### src/rtl/ps2_key_tracker.sv
// ps2_key_tracker: PS/2 deframer, scan-code decoder and pressed-key bitmap; define PS2_KEY_TRACKER_PARITY_EN to drop frames with bad odd parity
module ps2_key_tracker #(
  parameter int NUM_KEYS = 32,
  parameter int FILT_LEN = 8,
  parameter int TIMEOUT_CYC = 50000,
  localparam int IW = NUM_KEYS > 1 ? $clog2(NUM_KEYS) : 1
) (
  input  logic                i_clk,
  input  logic                i_rst_n,
  input  logic                i_ps2_clk,
  input  logic                i_ps2_dat,
  output logic [NUM_KEYS-1:0] o_key,
  output logic                o_evt_valid,
  output logic [IW-1:0]       o_evt_idx,
  output logic                o_evt_press,
  output logic [7:0]          o_byte,
  output logic                o_byte_valid,
  output logic                o_frame_err,
  output logic [1:0]          o_state
);
  localparam int FW = $clog2(FILT_LEN + 1);
  localparam int TW = $clog2(TIMEOUT_CYC + 1);
  typedef enum logic {F_IDLE, F_SHIFT} f_state_t;
  typedef enum logic [1:0] {D_NORM, D_BRK, D_EXT, D_EXTBRK} d_state_t;
  logic clk_s1, clk_s2, dat_s1, dat_s2, filt_lvl, filt_hit, fall, timeout;
  logic [FW-1:0] filt_cnt;
  logic [TW-1:0] to_cnt;
  f_state_t f_state, f_next;
  logic [3:0] bit_cnt, bit_next;
  logic [7:0] sh, sh_next;
  logic par_ok, frame_ok, frame_bad;
  d_state_t d_state, d_next;
  logic [31:0] key_r, key_next, onehot;
  logic [5:0] map;
  logic hit, evt_v, evt_p;
  assign filt_hit = (clk_s2 != filt_lvl) && (filt_cnt == FW'(FILT_LEN - 1));
  assign fall = filt_hit & filt_lvl;
  assign timeout = (f_state == F_SHIFT) && (to_cnt == TW'(TIMEOUT_CYC));
  always_ff @(posedge i_clk or negedge i_rst_n)
    if (!i_rst_n) begin
      {clk_s1, clk_s2, dat_s1, dat_s2} <= 4'hF;
      filt_lvl <= 1'b1;
      filt_cnt <= '0;
      to_cnt <= '0;
    end else begin
      {clk_s1, clk_s2} <= {i_ps2_clk, clk_s1};
      {dat_s1, dat_s2} <= {i_ps2_dat, dat_s1};
      filt_cnt <= (clk_s2 == filt_lvl || filt_hit) ? '0 : filt_cnt + 1'b1;
      filt_lvl <= filt_hit ? clk_s2 : filt_lvl;
      to_cnt <= fall ? '0 : (to_cnt == TW'(TIMEOUT_CYC) ? to_cnt : to_cnt + 1'b1);
    end
`ifdef PS2_KEY_TRACKER_PARITY_EN
  logic par_acc;
  always_ff @(posedge i_clk or negedge i_rst_n)
    if (!i_rst_n) par_acc <= 1'b0;
    else if (f_state == F_IDLE) par_acc <= 1'b0;
    else if (fall && bit_cnt != 4'd10) par_acc <= par_acc ^ dat_s2;
  assign par_ok = par_acc;
`else
  assign par_ok = 1'b1;
`endif
  always_comb begin
    f_next = f_state;
    bit_next = bit_cnt;
    sh_next = sh;
    frame_ok = 1'b0;
    frame_bad = 1'b0;
    if (f_state == F_IDLE) begin
      if (fall && !dat_s2) begin
        f_next = F_SHIFT;
        bit_next = 4'd1;
      end
    end else if (fall) begin
      if (bit_cnt == 4'd10) begin
        f_next = F_IDLE;
        bit_next = 4'd0;
        frame_ok = dat_s2 & par_ok;
        frame_bad = ~(dat_s2 & par_ok);
      end else begin
        sh_next = (bit_cnt <= 4'd8) ? {dat_s2, sh[7:1]} : sh;
        bit_next = bit_cnt + 4'd1;
      end
    end else if (timeout) begin
      f_next = F_IDLE;
      bit_next = 4'd0;
      frame_bad = 1'b1;
    end
  end
  always_ff @(posedge i_clk or negedge i_rst_n)
    if (!i_rst_n) begin
      f_state <= F_IDLE;
      bit_cnt <= '0;
      sh <= '0;
      o_byte <= '0;
      o_byte_valid <= 1'b0;
      o_frame_err <= 1'b0;
    end else begin
      f_state <= f_next;
      bit_cnt <= bit_next;
      sh <= sh_next;
      o_byte <= frame_ok ? sh : o_byte;
      o_byte_valid <= frame_ok;
      o_frame_err <= frame_bad;
    end
  function automatic logic [5:0] key_map(input logic [7:0] c);
    case (c)
      8'h1A: key_map = {1'b1, 5'd0};
      8'h1B: key_map = {1'b1, 5'd1};
      8'h22: key_map = {1'b1, 5'd2};
      8'h23: key_map = {1'b1, 5'd3};
      8'h21: key_map = {1'b1, 5'd4};
      8'h2A: key_map = {1'b1, 5'd5};
      8'h34: key_map = {1'b1, 5'd6};
      8'h32: key_map = {1'b1, 5'd7};
      8'h33: key_map = {1'b1, 5'd8};
      8'h31: key_map = {1'b1, 5'd9};
      8'h3B: key_map = {1'b1, 5'd10};
      8'h3A: key_map = {1'b1, 5'd11};
      8'h15: key_map = {1'b1, 5'd12};
      8'h1E: key_map = {1'b1, 5'd13};
      8'h1D: key_map = {1'b1, 5'd14};
      8'h26: key_map = {1'b1, 5'd15};
      8'h24: key_map = {1'b1, 5'd16};
      8'h2D: key_map = {1'b1, 5'd17};
      8'h2E: key_map = {1'b1, 5'd18};
      8'h2C: key_map = {1'b1, 5'd19};
      8'h36: key_map = {1'b1, 5'd20};
      8'h35: key_map = {1'b1, 5'd21};
      8'h3D: key_map = {1'b1, 5'd22};
      8'h3C: key_map = {1'b1, 5'd23};
      8'h43: key_map = {1'b1, 5'd24};
      8'h46: key_map = {1'b1, 5'd25};
      8'h44: key_map = {1'b1, 5'd26};
      8'h45: key_map = {1'b1, 5'd27};
      8'h4D: key_map = {1'b1, 5'd28};
      8'h41: key_map = {1'b1, 5'd29};
      8'h4B: key_map = {1'b1, 5'd30};
      8'h49: key_map = {1'b1, 5'd31};
      default: key_map = 6'd0;
    endcase
  endfunction
  assign map = key_map(o_byte);
  assign hit = map[5] && (int'(map[4:0]) < NUM_KEYS);
  assign onehot = hit ? (32'd1 << map[4:0]) : 32'd0;
  // decode consumes the byte in the cycle o_byte_valid is high
  always_comb begin
    d_next = d_state;
    key_next = key_r;
    evt_v = 1'b0;
    evt_p = 1'b0;
    if (o_byte_valid)
      case (d_state)
        D_NORM:
          if (o_byte == 8'hE0) d_next = D_EXT;
          else if (o_byte == 8'hF0) d_next = D_BRK;
          else if (o_byte == 8'hAA) key_next = '0;
          else if (|(onehot & ~key_r)) begin
            key_next = key_r | onehot;
            evt_v = 1'b1;
            evt_p = 1'b1;
          end
        D_BRK: begin
          d_next = D_NORM;
          if (|(onehot & key_r)) begin
            key_next = key_r & ~onehot;
            evt_v = 1'b1;
          end
        end
        D_EXT: d_next = (o_byte == 8'hF0) ? D_EXTBRK : D_NORM;
        default: d_next = D_NORM;
      endcase
  end
  always_ff @(posedge i_clk or negedge i_rst_n)
    if (!i_rst_n) begin
      d_state <= D_NORM;
      key_r <= '0;
      o_evt_valid <= 1'b0;
      o_evt_press <= 1'b0;
      o_evt_idx <= '0;
    end else begin
      d_state <= d_next;
      key_r <= key_next;
      o_evt_valid <= evt_v;
      o_evt_press <= evt_p;
      o_evt_idx <= evt_v ? map[IW-1:0] : o_evt_idx;
    end
  assign o_key = key_r[NUM_KEYS-1:0];
  assign o_state = d_state;
endmodule

### config.mk
export PLATFORM = sky130hd
export DESIGN_NAME = ps2_key_tracker
export DESIGN_NICKNAME = d
export VERILOG_FILES = /design/src/rtl/ps2_key_tracker.sv
export SDC_FILE = /design/constraint.sdc
export NUM_CORES = 1
export LEC_CHECK = 0
export CAP_MARGIN = 10
export CORE_MARGIN = 3
export CORE_UTILIZATION = 63
export CTS_CLUSTER_SIZE = 12
export DETAILED_ROUTE_END_ITERATION = 16
export DONT_BUFFER_PORTS = 1
export PLACE_DENSITY = 0.77
export SYNTH_ARGS = -nofsm -noshare
export SYNTH_HDL_FRONTEND = slang
export SYNTH_SLANG_ARGS = --single-unit
### constraint.sdc
create_clock -name i_clk -period 5.2 [get_ports i_clk]
set_input_delay 0.52 -clock i_clk [delete_from_list [all_inputs] [get_ports i_clk]]
set_output_delay 0.52 -clock i_clk [all_outputs]
set_load 0.05 [all_outputs]
==> summary.md, run 1 <==
| Metric | Value |
|---|---|
| Post-DP HPWL | 10600 µm |
| Net Count, Synth | around 600 |
| Worst-path maximum fanout | 26 |
| Final Max Tran Viols | 0 |
| H-Tree Depth | 3 |
| Vias/cell | 6.95 |
| Main flop type after synthesis | dfrtp_1 |
| Die span in y | 100 µm |
| Commonest non-fill, non-tap cell in the layout | dfrtp_1 |
| Final Setup Violations | 0 |
| Tot Pwr | 1.36 mW |
| Final period utilization | 0.935 |
| Outcome | completed |
| First-pass GRT wire length | 24900 µm |
| VDD IR max | 0.202 mV |
| Final cell count without fillers | ~720 |
| FILL cells | 614 |
| Most Frequent Cell on Critical Path | nor2_1 |
| Die area | between 10000 and 15000 µm² |
| Area Growth Syn to Fin | 7.26% |
| Wire per inst | 21.3 µm |
| TritonCTS Buffers | 9 |
| Cell Area, Synth | 5620 µm² |
| DRC violations left | 0 |
| Top cells by area, synth | dfrtp_1 (37%), nand2_1 (5.0%), a221o_1 (4.8%) |
| Setup repair bufs after CTS | 0 |
| Vias in the first global route | around 4800 |
| Clk slew on worst S/H paths | 0.09 ns |
| Clock Skews | 0.0154 ns |
| Setup crit start kind | register |
| Crit-path leading delay family | simple AND/OR/NAND/NOR gates |
| Worst path cell trace | ha_1 -> and2_1 -> nor2_1 -> a2111oi_2 -> o211ai_1 -> nor2_1 -> nand2_1 -> o221ai_1 -> nor4_4 -> nor3_1 -> a221o_1 |
| Min cycle time layout | 4.86 ns |
| Post-synthesis sequential area ratio | 0.397 |
| Ys Warns | 0 |
| Clk sinks | 89 |
| RSZ-0062 raised after global routing | no |
| Synth top area share | 0.374 |
| Largest stage delay, worst path | a little under 1 ns |
| Routed vias | 4966 |
| CP Data Arrival Time | 5.15 ns |
| Worst hold path type | in2async |
| Io pins | between 50 and 60 |
| Clk Latency, worst-skew pair | 0.36 ns |
| Drt first pass iters | 5 |
| Max transition margin | 0.176 |
| Global route total overflow | 0 |
| Largest net degree at the start of global routing | 85 |
| Synth unique cells | 83 |
| I/O Buffers | 0 |
| CP Capture Type | register |
| GPL Wtd Cong | 0.964 |
| Pwr dens | 226 nW/µm² |
| Final Hold Fails | 0 |
| Max Buffers Root-to-Sink | 2 |
| Worst path required time | between 5 and 6 ns |
| WP buf/inv | 0 |
| Mean area per synthesized cell | 9.35 µm² |
| Nets | 620 |
| CP max-delay cell | nor3_1 |
| Initial antenna violation count | 0 |
| Die width | 100 µm |
| Commonest cells after routing, fill and taps aside | dfrtp_1 (84), nand2_1 (75), nor2_1 (48) |
| Total Neg Setup Slack | 0 ns |
| Worst Tran Pin Value | roughly 1.2 ns |
| FMAX | 0.206 GHz |
| FP Rows | 33 |
| Share of cells above drive strength 1 | 0.143 |
| EDFF count, synth | 0 |
| Seq cells post-synth | 89 |
| Placed cell count | 696 |
| Max cap viols | 0 |
| Routed WL | 15300 µm |
| CTS tree | yes |
| Tot GR Track Use | 0.313 |
| LEAKAGE | 2.67 nW |
| Share of synthesized flip-flops with an asynchronous set or reset | 1.00 |
| Yosys top cell by area | dfrtp_1 |
| CORE AREA | 8420 µm² |
| Post-synthesis instance total | 601 |
| Fin util | 0.716 |
| Initial Util | 0.667 |
| Routed Antenna Nets | 0 |
| Crit Path Class | reg2reg |
| N_diodes | 0 |
| Iteration-0 DRC Markers | 363 |
| CTS root buffer | clkbuf_8 |
==> what timing repair did <==
item	CTS	global route
hold buffers	2	0
resized for setup	0	0
hold endpoints to repair	84	0
==> final timing paths <==
check	slack (ns)	start	cells past startpoint	end
min in group i_clk	0.15	i_ps2_dat	0	dat_s1
max in group asynchronous	4.34	i_rst_n	1	filt_lvl
min	0.05	i_rst_n	1	o_evt_idx[1]
min reg2reg	0.36	clk_s1	0	clk_s2
max	0.34	o_byte[2]	11	o_key[4]
max reg2reg	0.34	o_byte[2]	11	o_key[4]
==> metal layers <==
layer | track usage | vias to the layer above | share of wire
met4 | 0.133 | 0 | 0.034
li1 | - | 2247 | -
met5 | 0 | - | 0
met1 | 0.401 | 2416 | 0.40
met2 | 0.507 | 252 | 0.48
met3 | 0.0775 | 51 | 0.084
==> kinds of logic after synthesis <==
| kind of cell | count (synthesis) | share of synthesized area |
|---|---|---|
| AND/OR/NAND/NOR | 224 | 0.202 |
| XOR/XNOR | 18 | 0.0280 |
| flip-flops | 89 | 0.397 |
| AO/OA/AOI/OAI | 167 | 0.229 |
| multiplexers | 37 | 0.0744 |
| buffers and inverters | 55 | 0.0447 |
| adder cells (fa/ha/maj) | 11 | 0.0245 |
==> cell usage after synthesis, drive strengths merged, types with 9 or more instances <==
| library cell | count |
|---|---|
| ha | 11 |
| o21ai | 34 |
| a211o | 9 |
| buf | 17 |
| nor2 | 48 |
| clkbuf | 16 |
| mux2 | 23 |
| dfrtp | 84 |
| inv | 22 |
| nand2 | 75 |
| xor2 | 12 |
| nor3 | 20 |
| a221o | 27 |
| mux2i | 14 |
| a21oi | 31 |
| nand3 | 22 |
| and3 | 9 |
==> sequential cells by signal, summed over array words and instances, names as in the netlist, 2 cells and up <==
| name | count |
|---|---|
| o_byte | 8 |
| o_state | 2 |
| sh | 8 |
| bit_cnt | 4 |
| o_evt_idx | 5 |
| o_key | 32 |
| filt_cnt | 4 |
| to_cnt | 16 |
==> final cells by class <==
type | count | area, µm² | area share
Clock inverter | 6 | 91.3 | 0.0152
Tap cell | 105 | 131 | 0.0218
Multi-Input combinational cell | 457 | 3140 | 0.522
Inverter | 22 | 82.6 | 0.0137
Clock buffer | 10 | 128 | 0.0212
Sequential cell | 89 | 2230 | 0.370
Timing Repair Buffer | 26 | 218 | 0.0361
==> through the flow <==
step                      area (µm²)  worst slack (ns)  hold slack, ns
after floorplan                 5620              1.06           0.224
after global placement          5760             0.662           0.226
after detailed placement        5760             0.554           0.226
after CTS                       6020             0.526          0.0705
after global routing            6030             0.132          0.0659
final                           6030             0.336          0.0485
==> where the power goes <==
| part | switching (mW) | internal, mW |
|---|---|---|
| clock network | 0.250 | 0.274 |
| logic | 0.0451 | 0.0381 |
| registers | 0.0294 | 0.725 |
(Power assumes the default switching activity.)
==> run 2: changes to the inputs <==
--- a/config.mk
+++ b/config.mk
@@ -6,12 +6,13 @@
 export NUM_CORES = 1
 export LEC_CHECK = 0
 export CAP_MARGIN = 10
-export CORE_MARGIN = 3
+export CORE_MARGIN = 5
 export CORE_UTILIZATION = 63
 export CTS_CLUSTER_SIZE = 12
 export DETAILED_ROUTE_END_ITERATION = 16
 export DONT_BUFFER_PORTS = 1
 export PLACE_DENSITY = 0.77
+export SLEW_MARGIN = 20
 export SYNTH_ARGS = -nofsm -noshare
 export SYNTH_HDL_FRONTEND = slang
 export SYNTH_SLANG_ARGS = --single-unit
==> summary.md, run 2 (synthesis results as in run 1) <==
| Metric | Value |
|---|---|
| CP Capture Type | register |
| I/O Buffers | 0 (unchanged) |
| Largest net degree at the start of global routing | 90 (+5.9%) |
| Clk sinks | 89 (unchanged) |
| Sw Ratio | 0.275 (+0.0368) |
| CTS root buffer | clkbuf_8 |
| N_diodes | 0 (unchanged) |
| Wire per inst | 20.9 µm (-2.3%) |
| Multi-input gate area | 3150 µm² (+0.16%) |
| Initial Util | 0.644 (-0.0228) |
| CP Data Arrival Time | 4.84 ns (-0.31 ns) |
| Die width | 104 µm (+4.0%) |
| Gate power share | 0.063 (+0.002) |
| Final Setup Violations | 0 (unchanged) |
| DRC violations left | 0 (unchanged) |
| Clock share of power | 0.359 (-0.026) |
| Crit-path leading delay family | simple AND/OR/NAND/NOR gates |
| Commonest cells after routing, fill and taps aside | dfrtp_1 (84), nand2_1 (75), nor2_1 (48) |
| Worst-path maximum fanout | 22 (-15%) |
| Total Neg Setup Slack | 0 ns (unchanged) |
| Die area | 10900 µm² (+8.1%) |
| Worst path required time | 5.45 ns (-0.03 ns) |
| Routed vias | 4910 (-1.1%) |
| CTS tree | yes |
| CP max-delay cell | dfrtp_1 |
| Clk Latency, worst-skew pair | 0.37 ns (about the same) |
| Max transition margin | 0.275 (+0.0989) |
| FMAX | 0.218 GHz (+5.9%) |
| TritonCTS Buffers | 9 (unchanged) |
| LEAKAGE | 2.65 nW (-0.57%) |
| Fin util | 0.689 (-0.0269) |
| Commonest non-fill, non-tap cell in the layout | dfrtp_1 |
| Initial antenna violation count | 0 (unchanged) |
| Worst Tran Pin Value | 1.09 ns (-0.139 ns) |
| Vias/cell | 6.83 (-1.7%) |
| Dpl ws | 0.412 ns (-0.142 ns) |
| Largest stage delay, worst path | 1.08 ns (+0.09 ns) |
| Setup WS post-layout | 0.609 ns (+0.272 ns) |
| Pwr dens | 218 nW/µm² (-3.5%) |
| Clock Skews | 0.0194 ns (+0.00396 ns) |
| Clk slew on worst S/H paths | 0.10 ns (about the same) |
| Tot GR Track Use | 0.279 (-0.0340) |
| Final period utilization | 0.883 (-0.0523) |
| Outcome | completed |
| Nets | 621 (+0.16%) |
| FP Rows | 34 (+3.0%) |
| First-pass GRT wire length | 24800 µm (-0.16%) |
| Max Buffers Root-to-Sink | 2 (unchanged) |
| CORE AREA | 8720 µm² (+3.5%) |
| FILL cells | 668 (+8.8%) |
| Worst hold path type | in2async |
| Tot Pwr | 1.31 mW (-3.9%) |
| Setup repair bufs after CTS | 0 (unchanged) |
| Net Sw Power | 0.360 mW (+11%) |
| Crit Path Class | reg2reg |
| Hold WS | 0.0602 ns (+0.0118 ns) |
| Reg area | 2230 µm² (unchanged) |
| VDD IR max | 0.174 mV (-14%) |
| Number of flip-flops under the largest register name | 32 (unchanged) |
| Max cap viols | 0 (unchanged) |
| RSZ-0062 raised after global routing | no |
| Vias in the first global route | 4600 (-3.2%) |
| Final Hold Fails | 0 (unchanged) |
| Io pins | 55 (unchanged) |
| Global route total overflow | 0 (unchanged) |
| Drt first pass iters | 7 (+2) |
| H-Tree Depth | 3 (unchanged) |
| Die span in y | 104 µm (+4.0%) |
| Min cycle time layout | 4.59 ns (-0.272 ns) |
| Area Growth Syn to Fin | 6.88% |
| Routed WL | 15000 µm (-1.7%) |
| Final Max Tran Viols | 0 (unchanged) |
| Routed Antenna Nets | 0 (unchanged) |
| Share of total power in sequential cells | 0.578 (+0.024) |
| GPL Wtd Cong | 0.947 (-1.7%) |
| Worst path cell trace | nand2_1 -> or3_1 -> a211oi_2 -> and4bb_1 -> and2_1 -> nand2_1 -> o221ai_1 -> nor4_4 -> buf_4 -> a221o_1 -> buf_4 -> a221o_1 |
| Setup crit start kind | register |
| Internal Power | 0.950 mW (-8.5%) |
| WP buf/inv | 2 (+2) |
| Post-DP HPWL | 10600 µm (+0.13%) |
| Iteration-0 DRC Markers | 348 (-4.1%) |
| Share of cells above drive strength 1 | 0.147 (+0.00468) |
## run 2: area by class of cell
class / count / area share
Multi-Input combinational cell: 457 / 0.524
Sequential cell: 89 / 0.372
Timing Repair Buffer: 27 / 0.0371
Tap cell: 108 / 0.0225
Clock buffer: 10 / 0.0212
Inverter: 22 / 0.0137
Clock inverter: 6 / 0.00937
## run 2: repair_timing
action | 4_1_cts | 5_1_grt
hold endpoints to repair | 89 | 0
hold buffers | 1 | 0
endpoints found under the setup margin | 0 | 0
resized for setup | 0 | 0
## run 2: per-layer routing
metal	track usage	up-vias	share of wire	wire [µm]
met5	0	-	0	0
li1	-	2248	-	-
met3	0.0416	35	0.072	1080
met1	0.374	2420	0.42	6320
met2	0.452	207	0.48	7180
met4	0.112	0	0.027	410
## run 2: power groups by stage
stage	Combinational (mW)	Clock (mW)	Sequential, mW
2_1_floorplan	0.0578	0	0.760
3_3_place_gp	0.0619	0	0.766
3_5_place_dp	0.0695	0	0.769
4_1_cts	0.0846	0.474	0.757
5_1_grt	0.0974	0.508	0.763
6_report	0.0824	0.470	0.757
## run 2: path summary, 6_finish.rpt
kind / from / cells past startpoint / slack [ns] / endpoint
max: o_byte[4] / 12 / 0.61 / o_key[27]
max reg2reg: o_byte[4] / 12 / 0.61 / o_key[27]
min in group i_clk: i_ps2_dat / 0 / 0.13 / dat_s1
min reg2reg: clk_s1 / 0 / 0.36 / clk_s2
min: i_rst_n / 1 / 0.06 / o_key[17]
max in group asynchronous: i_rst_n / 1 / 4.81 / clk_s2
## run 2: worst reg2reg max path, delay by kind of cell, from the launching register on
| kind | cells | cell delay [ns] |
|---|---|---|
| flops | 1 | 1.08 |
| compound gates | 4 | 1.38 |
| simple gates | 6 | 1.64 |
| buf+inv | 2 | 0.40 |
## run 2: per-stage QoR
step           cell area [µm²]  std cells
2_1_floorplan             5620        601
3_3_place_gp              5790        702
3_5_place_dp              5790        702
4_1_cts                   6000        719
5_1_grt                   6010        719
6_report                  6010        719
